$ cat src/rtl/strobe_dec_pkg.sv
`default_nettype none
// ============================================================================
// Module   : strobe_dec_pkg
// Purpose  : Shared state encoding, mode constants and helpers for the
//            timed one-hot strobe decoder.
// Revision : 1.0 - initial release
// ============================================================================
package strobe_dec_pkg;

    typedef enum logic [1:0] {
        ST_IDLE = 2'd0,
        ST_HOLD = 2'd1,
        ST_GAP  = 2'd2
    } state_e;

    localparam logic MODE_SINGLE = 1'b0;
    localparam logic MODE_SCAN   = 1'b1;

    function automatic int max_int(input int a, input int b);
        return (a > b) ? a : b;
    endfunction

endpackage : strobe_dec_pkg
`default_nettype wire

$ cat src/rtl/strobe_decoder_seq_onehot_dec.sv
`default_nettype none
// ============================================================================
// Module   : onehot_dec
// Purpose  : Combinational index-to-one-hot decoder with enable; all-zero
//            output when disabled.
// Revision : 1.0 - initial release
// ============================================================================
module onehot_dec #(
    parameter int SEL_W = 3,
    parameter int OUT_W = 1 << SEL_W
) (
    input  logic [SEL_W-1:0] i_sel,
    input  logic             i_en,
    output logic [OUT_W-1:0] o_onehot
);

    for (genvar i = 0; i < OUT_W; i++) begin : g_bit
        assign o_onehot[i] = i_en && (i_sel == SEL_W'(i));
    end

endmodule : onehot_dec
`default_nettype wire

$ cat src/rtl/strobe_decoder_seq.sv
`default_nettype none
// ============================================================================
// Module   : strobe_decoder_seq
// Purpose  : N-to-2^N decoder with registered outputs, timed HOLD strobes and
//            idle GAP, in single-shot (handshaked) or continuous scan mode.
// Revision : 1.0 - initial release
// ============================================================================
module strobe_decoder_seq
    import strobe_dec_pkg::*;
#(
    parameter int SEL_W    = 3,
    parameter int OUT_W    = 1 << SEL_W,
    parameter int HOLD_CYC = 4,
    parameter int GAP_CYC  = 1
) (
    input  logic             clk,
    input  logic             rst_n,
    input  logic             E,
    input  logic             mode,
    input  logic             req_valid,
    input  logic [SEL_W-1:0] req_sel,
    output logic             req_ready,
    output logic [OUT_W-1:0] D,
    output logic [SEL_W-1:0] cur_sel,
    output logic             busy,
    output logic             done
);

    localparam int c_CNT_W = $clog2(max_int(HOLD_CYC, GAP_CYC) + 1);
    localparam logic [c_CNT_W-1:0] c_HOLD_LOAD = c_CNT_W'(HOLD_CYC - 1);
    localparam logic [c_CNT_W-1:0] c_GAP_LOAD  = c_CNT_W'((GAP_CYC > 0) ? GAP_CYC - 1 : 0);

    state_e             r_state_q, w_state_d;
    logic [c_CNT_W-1:0] r_cnt_q,   w_cnt_d;
    logic [SEL_W-1:0]   r_sel_q,   w_sel_d;
    logic [OUT_W-1:0]   r_d_q,     w_d_d;
    logic               r_done_q,  w_done_d;

    logic               w_start;
    logic               w_next_strobe;
    logic [SEL_W-1:0]   w_start_sel;

    always_comb begin
        w_state_d     = r_state_q;
        w_cnt_d       = r_cnt_q;
        w_sel_d       = r_sel_q;
        w_start       = 1'b0;
        w_next_strobe = 1'b0;
        w_start_sel   = r_sel_q;

        case (r_state_q)
            ST_IDLE: begin
                if (E) begin
                    if (mode == MODE_SCAN) begin
                        w_start     = 1'b1;
                        w_start_sel = '0;
                    end else if (req_valid) begin
                        w_start     = 1'b1;
                        w_start_sel = req_sel;
                    end
                end
            end
            ST_HOLD: begin
                if (!E) begin
                    w_state_d = ST_IDLE;
                    w_cnt_d   = '0;
                end else if (r_cnt_q != '0) begin
                    w_cnt_d = r_cnt_q - c_CNT_W'(1);
                end else if (GAP_CYC > 0) begin
                    w_state_d = ST_GAP;
                    w_cnt_d   = c_GAP_LOAD;
                end else begin
                    w_next_strobe = 1'b1;
                end
            end
            ST_GAP: begin
                if (!E) begin
                    w_state_d = ST_IDLE;
                    w_cnt_d   = '0;
                end else if (r_cnt_q != '0) begin
                    w_cnt_d = r_cnt_q - c_CNT_W'(1);
                end else begin
                    w_next_strobe = 1'b1;
                end
            end
            default: begin
                w_state_d = ST_IDLE;
                w_cnt_d   = '0;
            end
        endcase

        // End of a strobe period: mode is only looked at here and in IDLE.
        if (w_next_strobe) begin
            if (mode == MODE_SCAN) begin
                w_start     = 1'b1;
                w_start_sel = r_sel_q + SEL_W'(1);
            end else begin
                w_state_d = ST_IDLE;
                w_cnt_d   = '0;
            end
        end

        if (w_start) begin
            w_state_d = ST_HOLD;
            w_cnt_d   = c_HOLD_LOAD;
            w_sel_d   = w_start_sel;
        end

        w_done_d = (w_state_d == ST_HOLD) && (w_cnt_d == '0);
    end

    onehot_dec #(
        .SEL_W (SEL_W),
        .OUT_W (OUT_W)
    ) u_dec (
        .i_sel    (w_sel_d),
        .i_en     (w_state_d == ST_HOLD),
        .o_onehot (w_d_d)
    );

    always_ff @(posedge clk or negedge rst_n) begin
        if (!rst_n) begin
            r_state_q <= ST_IDLE;
            r_cnt_q   <= '0;
            r_sel_q   <= '0;
            r_d_q     <= '0;
            r_done_q  <= 1'b0;
        end else begin
            r_state_q <= w_state_d;
            r_cnt_q   <= w_cnt_d;
            r_sel_q   <= w_sel_d;
            r_d_q     <= w_d_d;
            r_done_q  <= w_done_d;
        end
    end

    assign req_ready = (r_state_q == ST_IDLE) && E && (mode == MODE_SINGLE);
    assign D         = r_d_q;
    assign cur_sel   = r_sel_q;
    assign busy      = (r_state_q != ST_IDLE);
    assign done      = r_done_q;

endmodule : strobe_decoder_seq
`default_nettype wire
$ cat config.mk
export PLATFORM = sky130hd
export DESIGN_NAME = strobe_decoder_seq
export DESIGN_NICKNAME = d
export VERILOG_FILES = /design/src/rtl/strobe_dec_pkg.sv /design/src/rtl/strobe_decoder_seq_onehot_dec.sv /design/src/rtl/strobe_decoder_seq.sv
export SDC_FILE = /design/constraint.sdc
export NUM_CORES = 1
export LEC_CHECK = 0
export CORE_MARGIN = 2
export CORE_UTILIZATION = 40
export CTS_BUF_LIST = sky130_fd_sc_hd__clkbuf_2 sky130_fd_sc_hd__clkbuf_4 sky130_fd_sc_hd__clkbuf_8
export DETAILED_ROUTE_END_ITERATION = 10
export MAX_ROUTING_LAYER = met4
export PLACE_DENSITY = 0.68
export SLEW_MARGIN = 20
export SYNTH_ARGS = -nofsm -noshare
export SYNTH_HDL_FRONTEND = slang
export SYNTH_HIERARCHICAL = 1
export SYNTH_SLANG_ARGS = --single-unit
$ cat constraint.sdc
create_clock -name clk -period 2.1 [get_ports clk]
set_input_delay 0.42 -clock clk [delete_from_list [all_inputs] [get_ports clk]]
set_output_delay 0.42 -clock clk [all_outputs]
set_load 0.02 [all_outputs]
### After elaboration in Yosys (flattened, before gate mapping)

Cells that the tools add are included.

* add/subtract/negate cells: 2
* eq/ne operators: 10
* muxes and demuxes: 31
* bitwise gates (word level): 1
* reduce and logical (&&, ||, !) cells: 16

Operators by type and width (number)
* 3-bit 2-to-1 mux: 14
* 3-bit equality test (second input constant): 4
* 2-bit 2-to-1 mux: 6
* 1-bit logical AND: 11
* 1-bit 2-to-1 mux: 9
* 3-bit case mux with 3 select lines: 1
* 3-bit by 2-bit equality test with 1-bit output (second input constant): 2
* 3-bit logical NOT: 2
* 2-bit case mux with 3 select lines: 1
* 2-bit by 1-bit equality test with 1-bit output (second input constant): 2
* 3-bit by 1-bit adder with 3-bit output (second input constant): 1
* 3-bit by 1-bit equality test with 1-bit output (second input constant): 1
* 3-bit nonzero test: 1
* 3-bit by 1-bit subtractor with 3-bit output (second input constant): 1
* 2-bit equality test (second input constant): 1
* 2-bit logical NOT: 1
* 2-bit nonzero test: 1
* 1-bit NOT: 1

* register bits after elaboration: 17
* output and inout port bits: 14
* logic and storage cells: 65

### Logic depth before layout (Yosys ltp)

* depth after elaboration: 9
* depth in mapped cells: 9

### Cells and area by module

Netlist, hierarchy kept.

Modules (own cells, without submodules)
* strobe_decoder_seq: instances 1, cells each 82, area each 865.8 sq um
* onehot_dec: instances 1, cells each 8, area each 96.3 sq um

### Worst setup path before layout

Ideal clock, no wire load.

* path type: reg2reg
* start: reg r_state_q[1]
* end: reg r_d_q[5] (netlist: D[5])
* library setup time: 122 ps
* arrival time: 1865 ps
* setup slack: 113 ps
* cell stages (with the launch flop): 8
* buffers on the path: 2
* cell sequence: dfrtp_1 > buf_6 > or3b_4 > buf_6 > a2bb2oi_2 > o21bai_1 > a211o_1 > and4b_2

RTL lines
* from (decl): RTL line strobe_decoder_seq.sv:33 `state_e r_state_q, w_state_d;`
* from (signal assigned): RTL line strobe_decoder_seq.sv:129 `r_state_q <= w_state_d;`
* 2-bit logical NOT: RTL line strobe_decoder_seq.sv:51 `case (r_state_q)`
* 3-bit 2-to-1 mux or 1-bit 2-to-1 mux (tied branches): RTL line strobe_decoder_seq.sv:51
* 3-bit 2-to-1 mux or 1-bit 2-to-1 mux (tied branches): RTL line strobe_decoder_seq.sv:94 `if (mode == MODE_SCAN) begin`
* 3-bit 2-to-1 mux or 1-bit 2-to-1 mux (tied branches): RTL line strobe_decoder_seq.sv:93 `if (w_next_strobe) begin`
* 3-bit 2-to-1 mux *: RTL line strobe_decoder_seq.sv:103 `if (w_start) begin`
* net w_sel_d[2]: RTL line strobe_decoder_seq.sv:35 `logic [SEL_W-1:0] r_sel_q, w_sel_d;`
* 3-bit equality test *: RTL line strobe_decoder_seq_onehot_dec.sv:18 `assign o_onehot[i] = i_en && (i_sel == SEL_W'(i));`
* 1-bit logical AND *: RTL line strobe_decoder_seq_onehot_dec.sv:18
* net w_d_d[5]: RTL line strobe_decoder_seq.sv:36 `logic [OUT_W-1:0] r_d_q, w_d_d;`
* to (signal assigned): RTL line strobe_decoder_seq.sv:132 `r_d_q <= w_d_d;`
* to (decl): RTL line strobe_decoder_seq.sv:36

Mark *: on every way through the listed nets, which the timed path passes. The rest lies on a longest branch.

### Final worst setup path

* start: reg r_cnt_q[0]
* end: reg r_d_q[1] (netlist: D[1])

RTL lines
* from (decl): RTL line strobe_decoder_seq.sv:34 `logic [c_CNT_W-1:0] r_cnt_q, w_cnt_d;`
* from (signal assigned): RTL line strobe_decoder_seq.sv:130 `r_cnt_q <= w_cnt_d;`
* 3-bit nonzero test *: RTL line strobe_decoder_seq.sv:67, strobe_decoder_seq.sv:80
* 1-bit 2-to-1 mux *: RTL line strobe_decoder_seq.sv:80 `end else if (r_cnt_q != '0) begin`
* 1-bit 2-to-1 mux *: RTL line strobe_decoder_seq.sv:77 `if (!E) begin`
* 1-bit 2-to-1 mux *
* 3-bit 2-to-1 mux or 1-bit 2-to-1 mux (tied branches): RTL line strobe_decoder_seq.sv:93
* 3-bit 2-to-1 mux *: RTL line strobe_decoder_seq.sv:103
* net w_sel_d[2]: RTL line strobe_decoder_seq.sv:35
* 3-bit by 1-bit equality test with 1-bit output *: RTL line strobe_decoder_seq_onehot_dec.sv:18
* 1-bit logical AND *: RTL line strobe_decoder_seq_onehot_dec.sv:18
* net w_d_d[1]: RTL line strobe_decoder_seq.sv:36

Marks and branches as above.

==> run summary <==
Fin nets: 141
Time the worst path needs with I/O delays and setup: 2050 ps
Data required time at the worst endpoint: 2290 ps
Core region area: 2230 um^2
Port buffer count: 21
Total routed wirelength: 2.36 mm
Fraction of final layout cells with drive strength greater than 1: 33.6%
Leading cell types in the layout, fill and taps excluded: 18 x sky130_fd_sc_hd__clkdlybuf4s50_1, 17 x sky130_fd_sc_hd__dfrtp_1, 14 x sky130_fd_sc_hd__buf_4
Peak ir drop on the vdd network: 0.000551 V
Wire length per cell: 15.1 um
Post-route setup slack: 51.5 ps
Number of nets produced by synthesis: 102
Fraction of registers with async set/reset: 100%
End-of-flow core utilization: 62.4%
Biggest fanout along the worst timing path: 5
Type of origin of the critical path: register
Drt first pass iters: 4
Clock net sink count: 17
Class of the most critical hold timing path: in -> async
Synthesis-to-layout area growth: 44.7%
Count of endpoints failing setup in the final report: 0
Slew at the pin closest to its max-slew limit: 630 ps
Maximum clock rate: 488 MHz
Area of the mapped netlist: 962 um^2
Commonest non-fill, non-tap cell in the layout: sky130_fd_sc_hd__clkdlybuf4s50_1
Horizontal extent of the die: 53.0 um
Count of flip-flops with a built-in enable after synthesis: 0
Floorplan die area: 2810 um^2
Sequential fraction of the synthesis area: 44.2%
CTS buffer count: 3
Global route overflow: 0
Initial Utilization: 43.1%
Rel. slew slack: 57.4%
Maximum number of buffers from clock root to sink: 2
Deepest level of the CTS H-tree: 1
Post-synthesis sequential element count: 17
Power density cells: 972 nW/um^2
Clock tree from TritonCTS: yes
Dpl ws: -360 ps
Largest net degree at the start of global routing: 18
Die boundary height: 53.0 um
Max_cap viols: 0
N_diodes: 0
Avg Cell Area, Syn: 10.7 um^2
Wire length of the first global-routing pass: 3.71 mm
Half-perimeter wire length after detailed placement: 1.53 mm
Count of antenna-violating nets left after detailed routing: 0
Gpl congestion: 0.853
Met3 wirelength from detailed routing: 72 um
Total GRT Usage: 18.7%
Std-Cell Rows: 17
Residual DRC count: 0
CTS Root Cell: sky130_fd_sc_hd__clkbuf_4
Fin. Hold Viols: 0
Worst EP arrival: 2240 ps
Antenna violations before repair: 0
Via-per-instance ratio: 5.49
Metal1 wirelength: 1.05 mm
Final max-slew violation count: 0
Most instantiated flip-flop cell in the synthesis netlist: sky130_fd_sc_hd__dfrtp_1
CP Capture Type: register
Via count of the first global-routing pass: 829
Cells after Synth: 90
Static leakage: 0.664 nW
Part of the cycle the worst path needs: 97.5%
Clock latency reported for the late side of the worst-skew pair: 290 ps
Clock-pin transition on the worst setup and hold timing paths: 110 ps
Number of ports placed on the die boundary: 22
Post-synthesis cell type count: 35
Critical path start-end classification: reg -> reg
Number of warnings printed during yosys synthesis: 6
Top sig layer: met4
CTS Hold Buffers Added: 0
DR iter-0 viols: 11
Total vias in the final route: 856
Result of the run: completed
WL met2: 1.21 mm
Clock skew: 8.55 ps
==> flip-flops by register name, indices dropped and copies added, names as in the netlist <==
signal     cells
r_state_q      2
cur_sel        3
r_cnt_q        3
D              8
done           1
==> per-layer routing <==
metal	global-route usage, %	vias up
li1	-	417
met1	23.7	417
met2	29.6	18
met3	2.54	4
met4	8.55	0
met5	-	-
==> cells by family after synthesis <==
kind of cell               Yosys count  synth area share, %
buffers and inverters               12                 7.41
adders and majority gates            4                 5.20
and+or+nand+nor                     37                 27.8
DFF                                 17                 44.2
AOI/OAI and AO/OA                   20                 15.3
==> layout make-up <==
| type | instances | area [um^2] |
|---|---|---|
| clock buffers | 3 | 22.5 |
| clock inverters | 1 | 5.00 |
| fillers | 189 | 841 |
| inverters | 8 | 30.0 |
| multi-input cells | 62 | 541 |
| flip-flops and latches | 17 | 425 |
| well taps | 28 | 35.0 |
| repair buffers | 37 | 334 |
==> Yosys cell counts (2+ instances only) <==
cell type,count,area (um^2)
sky130_fd_sc_hd__dfrtp_1,17,425
sky130_fd_sc_hd__inv_1,8,30.0
sky130_fd_sc_hd__nand2_1,6,22.5
sky130_fd_sc_hd__nor2_1,5,18.8
sky130_fd_sc_hd__a21oi_1,4,20.0
sky130_fd_sc_hd__and4b_2,4,45.0
sky130_fd_sc_hd__ha_1,4,50.1
sky130_fd_sc_hd__and4bb_2,3,37.5
sky130_fd_sc_hd__buf_6,3,33.8
sky130_fd_sc_hd__o21ai_0,3,15.0
sky130_fd_sc_hd__a21o_1,2,15.0
sky130_fd_sc_hd__a221oi_1,2,17.5
sky130_fd_sc_hd__and2_1,2,12.5
sky130_fd_sc_hd__nand3_1,2,10.0
sky130_fd_sc_hd__nand3b_1,2,15.0
sky130_fd_sc_hd__nor2b_1,2,12.5
sky130_fd_sc_hd__nor3b_1,2,15.0
sky130_fd_sc_hd__o2111ai_1,2,17.5
==> power breakdown <==
| group | leakage (nW) | switching, mW | internal [mW] |
|---|---|---|---|
| Combinational | 0.421 | 0.381 | 0.352 |
| Sequential | 0.225 | 0.0476 | 0.395 |
| Clock | 0.0177 | 0.108 | 0.0707 |
==> critical path: stages (launching register included) <==
cell and delay [ps]:
sky130_fd_sc_hd__dfrtp_1 400, sky130_fd_sc_hd__inv_1 120, sky130_fd_sc_hd__ha_1 230, sky130_fd_sc_hd__and4b_2 310
sky130_fd_sc_hd__nand2_1 180, sky130_fd_sc_hd__nor3b_2 270, sky130_fd_sc_hd__a211o_1 200, sky130_fd_sc_hd__and4bb_2 250
==> final timing paths <==
kind                             from      endpoint  slack (ps)  depth (start not counted)
setup / recovery           r_cnt_q[0]          D[1]          50                          7
hold / removal                  rst_n  r_state_q[1]         450                          2
setup reg to reg           r_cnt_q[0]          D[1]          50                          7
hold reg to reg            r_cnt_q[0]    r_cnt_q[0]         600                          2
max in group asynchronous       rst_n          D[0]        1460                          2
min in group clk                    E  r_state_q[1]         540                          3
==> per-stage QoR <==
step           cell area [um^2]  total power, mW  instances  TNS, ps  hold slack, ps
6_report                   1390             1.35        156        0             446
5_1_grt                    1390             1.46        156    -62.8             466
4_1_cts                    1310             1.28        153        0             448
3_5_place_dp               1260             1.09        148    -2970             540
3_3_place_gp               1260             1.08        148    -2470             532
2_1_floorplan               962            0.844         90        0             124
==> repair_timing <==
action,CTS,global route
gates cloned,1,1
setup buffers,0,2
pin swaps,1,5
endpoints found under the setup margin,5,10
resized for setup,6,14
No activity file was read; power rests on OpenSTA's default activity.
